--- src/rtl/scan_display_ctrl.sv ---
// Multiplexed 7-segment scan controller: prescaled digit scan with frame shadow
// latch, PWM brightness and frame tick. Optional: SCAN_DISPLAY_LZ_BLANK_EN.
module scan_display_ctrl #(
  parameter int NUM_DIGITS     = 5,
  parameter int SCAN_W         = 16,
  parameter int BRIGHT_W       = 3,
  parameter bit SEG_ACTIVE_LOW = 1'b0
) (
  input  logic                    clk_0,
  input  logic                    rst_act,
  input  logic                    power,
  input  logic [4*NUM_DIGITS-1:0] digit_val,
  input  logic [NUM_DIGITS-1:0]   digit_en,
  input  logic [BRIGHT_W-1:0]     brightness,
  output logic [NUM_DIGITS-1:0]   dig,
  output logic [6:0]              seg,
  output logic [2:0]              scan_idx,
  output logic                    frame_tick
);

  localparam logic [6:0] SEG_OFF = SEG_ACTIVE_LOW ? 7'h7F : 7'h00;

  logic [SCAN_W-1:0]       presc_q;
  logic [2:0]              idx_q;
  logic                    tick_q;
  logic [4*NUM_DIGITS-1:0] sh_val_q;
  logic [NUM_DIGITS-1:0]   sh_en_q;
  logic [BRIGHT_W-1:0]     sh_br_q;
  logic [NUM_DIGITS-1:0]   dig_q, dig_d;
  logic [6:0]              seg_q, seg_d;

  logic                    slot_end;
  logic                    last;
  logic                    wrap;
  logic [NUM_DIGITS-1:0]   en_latch;

  assign slot_end = &presc_q;
  assign last     = (idx_q == 3'(NUM_DIGITS - 1));
  assign wrap     = slot_end & last;

  function automatic logic [6:0] hex7(input logic [3:0] v);
    logic [6:0] p;
    unique case (v)
      4'h0: p = 7'h3F;
      4'h1: p = 7'h06;
      4'h2: p = 7'h5B;
      4'h3: p = 7'h4F;
      4'h4: p = 7'h66;
      4'h5: p = 7'h6D;
      4'h6: p = 7'h7D;
      4'h7: p = 7'h07;
      4'h8: p = 7'h7F;
      4'h9: p = 7'h6F;
      4'hA: p = 7'h77;
      4'hB: p = 7'h7C;
      4'hC: p = 7'h39;
      4'hD: p = 7'h5E;
      4'hE: p = 7'h79;
      default: p = 7'h71;
    endcase
    return p;
  endfunction

`ifdef SCAN_DISPLAY_LZ_BLANK_EN
  // Enable mask to latch: leading zeros above digit 0 are masked off
  always_comb begin
    logic lead;
    en_latch = digit_en;
    lead     = 1'b1;
    for (int i = NUM_DIGITS - 1; i > 0; i--) begin
      if (lead && digit_val[4*i +: 4] == 4'h0) en_latch[i] = 1'b0;
      else lead = 1'b0;
    end
  end
`else
  assign en_latch = digit_en;
`endif

  // Prescaler, scan index, frame tick and per-frame shadow latch
  always_ff @(posedge clk_0) begin
    if (!rst_act) begin
      presc_q  <= '0;
      idx_q    <= '0;
      tick_q   <= 1'b0;
      sh_val_q <= '0;
      sh_en_q  <= '0;
      sh_br_q  <= '0;
    end else begin
      presc_q <= presc_q + SCAN_W'(1);
      tick_q  <= wrap;
      if (slot_end) idx_q <= last ? 3'd0 : idx_q + 3'd1;
      if (wrap) begin
        sh_val_q <= digit_val;
        sh_en_q  <= en_latch;
        sh_br_q  <= brightness;
      end
    end
  end

  // Next digit/segment drive for the current slot and PWM phase
  always_comb begin
    logic [3:0]            cur_val;
    logic                  cur_en;
    logic [NUM_DIGITS-1:0] sel;
    logic                  lit;
    logic                  on;
    logic [6:0]            pat;
    cur_val = 4'h0;
    cur_en  = 1'b0;
    sel     = '0;
    for (int i = 0; i < NUM_DIGITS; i++) begin
      if (idx_q == 3'(i)) begin
        cur_val = sh_val_q[4*i +: 4];
        cur_en  = sh_en_q[i];
        sel[i]  = 1'b1;
      end
    end
    lit   = (presc_q[SCAN_W-1 -: BRIGHT_W] <= sh_br_q);
    on    = power & cur_en & lit;
    pat   = hex7(cur_val);
    dig_d = on ? ~sel : '1;
    seg_d = on ? (SEG_ACTIVE_LOW ? ~pat : pat) : SEG_OFF;
  end

  // Registered pin drive so dig and seg switch on the same edge
  always_ff @(posedge clk_0) begin
    if (!rst_act) begin
      dig_q <= '1;
      seg_q <= SEG_OFF;
    end else begin
      dig_q <= dig_d;
      seg_q <= seg_d;
    end
  end

  assign dig        = dig_q;
  assign seg        = seg_q;
  assign scan_idx   = idx_q;
  assign frame_tick = tick_q;

endmodule
--- config.mk ---
export PLATFORM = sky130hd
export DESIGN_NAME = scan_display_ctrl
export DESIGN_NICKNAME = d
export VERILOG_FILES = /design/src/rtl/scan_display_ctrl.sv
export SDC_FILE = /design/constraint.sdc
export NUM_CORES = 1
export LEC_CHECK = 0
export CAP_MARGIN = 20
export CORE_UTILIZATION = 30
export DETAILED_ROUTE_END_ITERATION = 8
export HOLD_SLACK_MARGIN = 0.06
export PLACE_DENSITY_LB_ADDON = 0.05
export SYNTH_ARGS = -nofsm -noshare
export SYNTH_HDL_FRONTEND = slang
export SYNTH_SLANG_ARGS = --single-unit
export TNS_END_PERCENT = 20
--- constraint.sdc ---
create_clock -name clk_0 -period 2.65 [get_ports clk_0]
set_input_delay 0.265 -clock clk_0 [delete_from_list [all_inputs] [get_ports clk_0]]
set_output_delay 0.265 -clock clk_0 [all_outputs]
set_load 0.005 [all_outputs]
* Word-level counts from Yosys, hierarchy flattened *
Memory sizes are Yosys's and may differ from the RTL's. A register that Yosys moved wholly into a read port is not among the register bits.
Cells that the tools add are included.

word-level totals
  flip-flop bits (word level) = 53
  bits in latches = 0
  memory bits (writable) = 0
  ROM bits = 112
  input port bits = 31
  output and inout bits = 16
  word-level logic and storage cells = 39
  memories = 1

memory list
  name              depth  bits a word  rd ports  clocked after memory_dff  write ports  line  source
  (name not given)  16     7            1         1                         0            43    unique case (v)

cells by class
  add/sub/neg operators = 2
  multiply operators = 0
  div/mod/pow operators = 0
  $lt $le $gt $ge = 1
  eq/ne operators = 4
  shift-type cells = 0
  muxes and demuxes = 16
  bitwise gates (word level) = 4
  reduce and logical (&&, ||, !) cells = 4

operators with widths
  operator                                                         count
  4-bit 2-to-1 mux                                                 5
  16-bit by 1-bit adder with 16-bit output, second input constant  1
  16-bit AND reduction                                             1
  1-bit 2-to-1 mux                                                 10
  3-bit by 2-bit == test with 1-bit output, second input constant  2
  5-bit NOT                                                        1
  3-bit by 1-bit adder with 3-bit output, second input constant    1
  1-bit AND                                                        3
  3-bit by 1-bit == test with 1-bit output, second input constant  1
  3-bit == test, second input constant                             1
  3-bit <= comparator                                              1
  3-bit logical NOT                                                1
  3-bit 2-to-1 mux                                                 1
  2-bit AND reduction                                              1
  1-bit logical NOT                                                1

* Depth between registers and ports, before layout *
Gate-level depths: netlist (run 1).

  depth after elaboration = 10
  depth in mapped cells = 12
  gate-level depth less buffers = 10

* Worst setup path before layout (run 1) *
Ideal clock, no wire load.

  path kind = register to register
  from = reg idx_q[2] (netlist: scan_idx[2])
  to = reg seg_q[6] (netlist: seg[6])
  setup time = 0.096 ns
  data arrival time = 2.711 ns
  data required time = 2.554 ns
  path slack = -0.156 ns
  cell stages (with the launch flop) = 12
  path buffers = 2
  period minus slack after synthesis = 2.806 ns
  cells stage by stage = dfxtp_1 clkbuf_1 inv_1 ha_1 clkbuf_2 nand2b_1 o31ai_1 inv_1 ha_1 o21ai_0 a21bo_2 a221oi_1

on the way
  longest elaborated chain between the ends = 10
  elaborated cells between the ends (all ways) = 19
  classes of those cells = 4 x eq/ne; 10 x mux; 2 x bitwise; 3 x reduce/logical

RTL lines
  item                                  line  source
  start, declared                       24    logic [2:0] idx_q;
  start signal, assigned                91    if (slot_end) idx_q <= last ? 3'd0 : idx_q + 3'd1;
  3-bit logical NOT                     112   if (idx_q == 3'(i)) begin
  1-bit 2-to-1 mux (5 in a row)         112
  1-bit AND (2 in a row)                119   on = power & cur_en & lit;
  2-bit AND reduction (no source line)  --
  1-bit logical NOT (no source line)    --
  end, declared                         30    logic [6:0] seg_q, seg_d;

Several ways; a longest one is shown, not always the timed one.
A chain may end at the register's enable or synchronous reset.

* Final worst setup path (run 1) *
  from = reg idx_q[0] (netlist: scan_idx[0])
  to = reg seg_q[6] (netlist: seg[6])

Same word-level chain as after synthesis.

==> impl_metrics.yaml, run 1 <==
floorplan:
  ioPinCount: 47
  die-width_um: 100
  coreArea_um2: 9280
  row_count: 35
  start_util: 0.310
  die_y_um: 100
  die_area_um2: 10000
yosys:
  ys_top_cells_by_count: "dfxtp_1 (60), nand2_1 (43), nand3_1 (40), inv_1 (18)"
  synth_cell_types: 51
  yosysMostFrequentCell: "dfxtp_1"
  yosysSeqAreaShare: 0.417
  synth_area_leaders: "dfxtp_1 (42%), ha_1 (6.9%), nand3_1 (6.9%), nand2_1 (5.6%), o21ai_0 (3.0%)"
  yosysWarningCount: 0
  synthCells: 338
  ys_ff_latch: 60
  synth-edff-count: 0
  netlist_area_um2: 2880
  yosys.area.top_type: "dfxtp_1"
  synth_ff_type: "dfxtp_1"
  synth_top_area_frac: 0.417
  ys_async_sr_fraction: 0
  synth_nets: 385
  syn_area_per_cell_um2: 8.53
sta:
  grt_setup_unrepaired: "no"
  finalCritPeriodShare: 0.884
  relSlewSlack: 0.567
  drv_slew: 0
  tns_ns: 0
  final.min_clock_period_ns: 2.34
  finalSetupViolCount: 0
  fin_worst_skew_ns: 0.0123
  fmax_mhz: 427
  tightest_slew_ns: 0.650
  finalHoldViolCount: 0
worst_setup_path:
  path_delay_family: "compound AO/OA/AOI/OAI gates"
  rrSetupSlack_ns: 0.31
  worst_path_most_repeated_cell: "inv_1"
  crit_path_cell_trace: "inv_1 -> ha_2 -> buf_4 -> nand3b_1 -> a21oi_1 -> o31ai_2 -> inv_1 -> ha_1 -> o21ai_0 -> a21bo_2 -> a221oi_1"
  cp.arrival_ns: 2.60
  crit_buf_inv: 3
  cp_slowest_cell: "dfxtp_2"
  critPathMaxStageDelay_ns: 0.38
  path_max_fanout: 6
  endpoint: "seg[6]"
  r2r_cells: 11
  critPathCaptureType: "flip-flop"
  worstSetupPathType: "flip-flop to flip-flop"
  reg2reg_from: "scan_idx[0]"
  crit_cells: 11
  crit_path_start_kind: "flip-flop"
  r2r-end: "seg[6]"
  worstPathRequired_ns: 2.90
  cp-startpoint: "scan_idx[0]"
finish:
  diodes: 0
  nNetsFinal: 432
  syn2layout_area_growth_pct: 27.8
  drive_gt1_frac: 0.138
  finalInstanceArea_um2: 3680
cts:
  h-tree-depth: 3
  clock-sinks: 60
  cts_buffer_depth: 2
  tritoncts: "yes"
  cts_buffers: 9
  cts_setup_buffers: 0
  post_cts_resized: 0
  clk_latency_ns: 0.35
  holdBufCountCts: 0
  clk_pin_slew_worst_paths_ns: 0.07
  root_buffer: "clkbuf_8"
drt:
  ant_nets: 0
  drt_iter0_drc: 97
  drt_first_pass_iters: 4
  wl_per_cell_um: 13.1
  vias: 2425
  wirelength_um: 6790
  via_per_inst: 4.67
  drc: 0
power:
  power_density_nw_per_um2: 500
  p_leak_nw: 1.36
  ir_worst_vdd_mv: 0.235
placement:
  dpl.hpwl_um: 4830
  dpl-instance-area_um2: 3470
  gp_congestion: 0.851
  numPortBuffers: 46
global_routing:
  track_usage: 0.147
  grt-busiest-layer: "met2"
  first_global_vias: 2326
  grt_max_degree: 60
  grt_remaining_overflow: 0
  use_met2: 0.221
  grtUsageMet3: 0.0279
  grt_pass1_wl_um: 11300
  antenna_found_initial: 0
  met1_usage: 0.199
status:
  run_status: "completed"
worst_hold_path:
  min_path_type: "input port to flip-flop"
flow_run:
  maxCapViolations: 0
## cell type report
cell class / instances / area, µm²
clock buffer: 10 / 138
clock inverter: 6 / 63.8
fill: 1012 / 5600
inverter: 19 / 71.3
multi-input combinational: 239 / 1520
sequential: 60 / 1200
tap: 129 / 161
timing repair buffer: 56 / 531
## worst min-delay path by stage
| stage | startpoint | end | slack, ns | cells after the start |
|---|---|---|---|---|
| finish | rst_act | dig[3] | 0.43 | 5 |
| floorplan | brightness[2] | sh_br_q[2] | 0.40 | 2 |
| detailed placement | presc_q[0] | presc_q[0] | 0.45 | 1 |
| global placement | presc_q[0] | presc_q[0] | 0.44 | 1 |
| CTS | rst_act | dig[3] | 0.43 | 5 |
| global route | digit_val[7] | sh_val_q[7] | 0.47 | 3 |
## per-layer routing
layer | share of wire | wire length [µm] | vias up
li1 | - | - | 1271
met1 | 0.51 | 3470 | 1074
met2 | 0.42 | 2850 | 64
met3 | 0.044 | 298 | 16
met4 | 0.025 | 170 | 0
met5 | 0 | 0 | -
## where the power goes
part           total [W]  internal, W  switching [W]
clock network   0.000854     0.000458       0.000396
registers       0.000909     0.000905     0.00000376
logic          0.0000812    0.0000472      0.0000340
## through the flow
step / total power [W] / setup slack, ns / instances / utilization / hold slack [ns]
after floorplan: 0.000960 / 0.0660 / 338 / - / 0.398
after global placement: 0.00101 / 0.278 / 503 / 0.374 / 0.444
after detailed placement: 0.00101 / 0.147 / 503 / 0.374 / 0.448
after CTS: 0.00187 / 0.140 / 519 / 0.395 / 0.429
after global routing: 0.00192 / 0.0648 / 519 / 0.397 / 0.474
final: 0.00184 / 0.307 / 519 / 0.397 / 0.431
## state kept, by name (all words and copies together), names as in the netlist
register and flops:
dig 5, frame_tick 1, presc_q 16, sh_en_q 5
sh_br_q 3, sh_val_q 20, seg 7, scan_idx 3
## cells by family after synthesis
logic type               synth area share
buffers and inverters              0.0647
flip-flops                          0.417
AO/OA/AOI/OAI                       0.169
multiplexers                       0.0109
adder cells (fa/ha/maj)            0.0695
XOR/XNOR                           0.0365
AND/OR/NAND/NOR                     0.233
## cells in the final DEF (no fill, tap or decap), types with 6 or more instances in the layout
cell type	instances
buf_4	10
dfxtp_1	58
ha_1	13
o21ai_1	12
nor2_1	17
o21ai_2	9
xnor2_1	8
a21oi_1	13
inv_1	18
clkbuf_8	10
clkdlybuf4s50_1	45
nand3_1	40
o21ai_0	17
a221oi_1	6
nand2_1	42
## tightest hold or removal path, stage by stage
cell,delay [ns]
buf_2,0.12
nand2_1,0.08
a311oi_1,0.06
o221a_2,0.15
nand2_1,0.07
Note: power is estimated with default switching activity, not from simulation.
==> run 2, diff against run 1 <==
--- a/config.mk
+++ b/config.mk
@@ -6,10 +6,10 @@
 export NUM_CORES = 1
 export LEC_CHECK = 0
 export CAP_MARGIN = 20
+export CORE_MARGIN = 5
 export CORE_UTILIZATION = 30
 export DETAILED_ROUTE_END_ITERATION = 8
 export HOLD_SLACK_MARGIN = 0.06
-export PLACE_DENSITY_LB_ADDON = 0.05
 export SYNTH_ARGS = -nofsm -noshare
 export SYNTH_HDL_FRONTEND = slang
 export SYNTH_SLANG_ARGS = --single-unit
==> impl_metrics.yaml, run 2 (synthesized netlist as in run 1, its figures left out) <==
power:
  pwr-share-clk: 0.489
  p_int_w: 0.00156
  total_power_w: 0.00194
  p_comb_frac: 0.042
  power.share.sequential: 0.469
  swShare: 0.198
  p_leak_nw: 1.37
  ir_worst_vdd_mv: 0.265
  p_switching_w: 0.000383
  power_density_nw_per_um2: 527
worst_setup_path:
  cp.arrival_ns: 2.69
  worstPathRequired_ns: 2.88
  worstSetupPathType: "flip-flop to flip-flop"
  crit_path_start_kind: "flip-flop"
  critPathCaptureType: "flip-flop"
  path_max_fanout: 7
drt:
  via_per_inst: 4.71
  wirelength_um: 6450
  drt_first_pass_iters: 4
  drt_iter0_drc: 91
  wl_per_cell_um: 12.5
  drc: 0
  vias: 2424
  ant_nets: 0
global_routing:
  grt_pass1_wl_um: 10500
  antenna_found_initial: 0
  grt_max_degree: 60
  track_usage: 0.115
  first_global_vias: 2286
  grt_remaining_overflow: 0
floorplan:
  die-width_um: 108
  die_y_um: 108
  row_count: 35
  ioPinCount: 47
  die_area_um2: 11700
  coreArea_um2: 9280
  start_util: 0.310
cts:
  holdBufCountCts: 0
  clock-sinks: 60
  tritoncts: "yes"
  cts_buffers: 9
  h-tree-depth: 3
  cts_buffer_depth: 2
  clk_latency_ns: 0.34
  root_buffer: "clkbuf_8"
  cts_setup_buffers: 0
  clk_pin_slew_worst_paths_ns: 0.07
sta:
  finalHoldViolCount: 0
  drv_slew: 0
  finalSetupViolCount: 0
  tightest_slew_ns: 0.828
  final.min_clock_period_ns: 2.46
  fin_worst_skew_ns: 0.0111
  fmax_mhz: 407
  worst_slack_ns: 0.195
  finalCritPeriodShare: 0.926
  relSlewSlack: 0.443
placement:
  numPortBuffers: 46
  dp_cells: 499
  dpl-instance-area_um2: 3440
  dpl.hpwl_um: 4880
  dpl_worst_slack_ns: 0.167
  gp_congestion: 0.808
finish:
  layout_common_cells: "dfxtp_1 (60), clkdlybuf4s50_1 (45), nand2_1 (43)"
  largest-register: "sh_val_q"
  mostFrequentLayoutCell: "dfxtp_1"
  drive_gt1_frac: 0.122
  finalInstanceArea_um2: 3680
  layoutNonFillerInstCount: 515
  n_fill_cell: 965
  largest_register_ffs: 20
  diodes: 0
  seqCellArea_um2: 1200
  syn2layout_area_growth_pct: 27.8
  nNetsFinal: 428
  multi_input_area_um2: 1510
worst_hold_path:
  min_path_type: "input port to flip-flop"
flow_run:
  maxCapViolations: 0
status:
  run_status: "completed"
-- run 2: path summary, 6_finish.rpt --
kind | startpoint | to | slack [ns] | cells past startpoint
worst max register to register | scan_idx[0] | seg[6] | 0.19 | 10
worst min register to register | sh_val_q[19] | sh_val_q[19] | 0.46 | 2
worst max-delay path | scan_idx[0] | seg[6] | 0.19 | 10
worst min-delay path | rst_act | presc_q[0] | 0.43 | 3
-- run 2: cell type report --
| type | count | share of cell area |
|---|---|---|
| clock buffer | 12 | 0.0449 |
| clock inverter | 4 | 0.0190 |
| inverter | 19 | 0.0194 |
| multi-input combinational | 239 | 0.411 |
| sequential | 60 | 0.326 |
| tap | 129 | 0.0438 |
| timing repair buffer | 52 | 0.136 |
-- run 2: routing by layer --
layer | GRT usage | share of wire
met3 | 0.0400 | 0.050
met4 | 0.0451 | 0.016
met2 | 0.180 | 0.47
met1 | 0.146 | 0.47
met5 | 0 | 0
-- run 2: what timing repair did --
action / in CTS / in global routing
endpoints found under the setup margin: 0 / 1
gates resized for setup: 0 / 3
hold endpoints to repair: 0 / 0
-- run 2: worst max-delay path, stage by stage, from the launching register on --
cell and delay (ns):
dfxtp_1 0.42, inv_1 0.10, ha_1 0.24, nand2_1 0.20, mux2_2 0.37, o31ai_2 0.07
inv_1 0.13, ha_1 0.24, o21ai_0 0.10, a21bo_2 0.24, a221oi_1 0.24
-- run 2: metrics by stage --
stage          setup TNS [ns]  hold WS [ns]  utilization
5_1_grt               -0.0126         0.447        0.397
2_1_floorplan               0         0.398            -
4_1_cts                     0         0.430        0.396
3_3_place_gp                0         0.443        0.370
3_5_place_dp                0         0.448        0.370
6_report                    0         0.434        0.397
-- run 2: power by group through the flow --
| stage | clock network (W) | registers (W) | logic [W] |
|---|---|---|---|
| after floorplan | 0 | 0.000929 | 0.0000316 |
| after global placement | 0 | 0.000930 | 0.0000828 |
| after detailed placement | 0 | 0.000930 | 0.0000835 |
| after CTS | 0.000970 | 0.000909 | 0.0000838 |
| after global routing | 0.00101 | 0.000909 | 0.0000897 |
| final | 0.000948 | 0.000909 | 0.0000822 |
==> run 3, diff against run 2 <==
--- a/config.mk
+++ b/config.mk
@@ -9,6 +9,7 @@
 export CORE_MARGIN = 5
 export CORE_UTILIZATION = 30
 export DETAILED_ROUTE_END_ITERATION = 8
+export GPL_ROUTABILITY_DRIVEN = 0
 export HOLD_SLACK_MARGIN = 0.06
 export SYNTH_ARGS = -nofsm -noshare
 export SYNTH_HDL_FRONTEND = slang
==> results of run 3 <==
The final DEF is identical to that of run 2; final timing and power are the same.
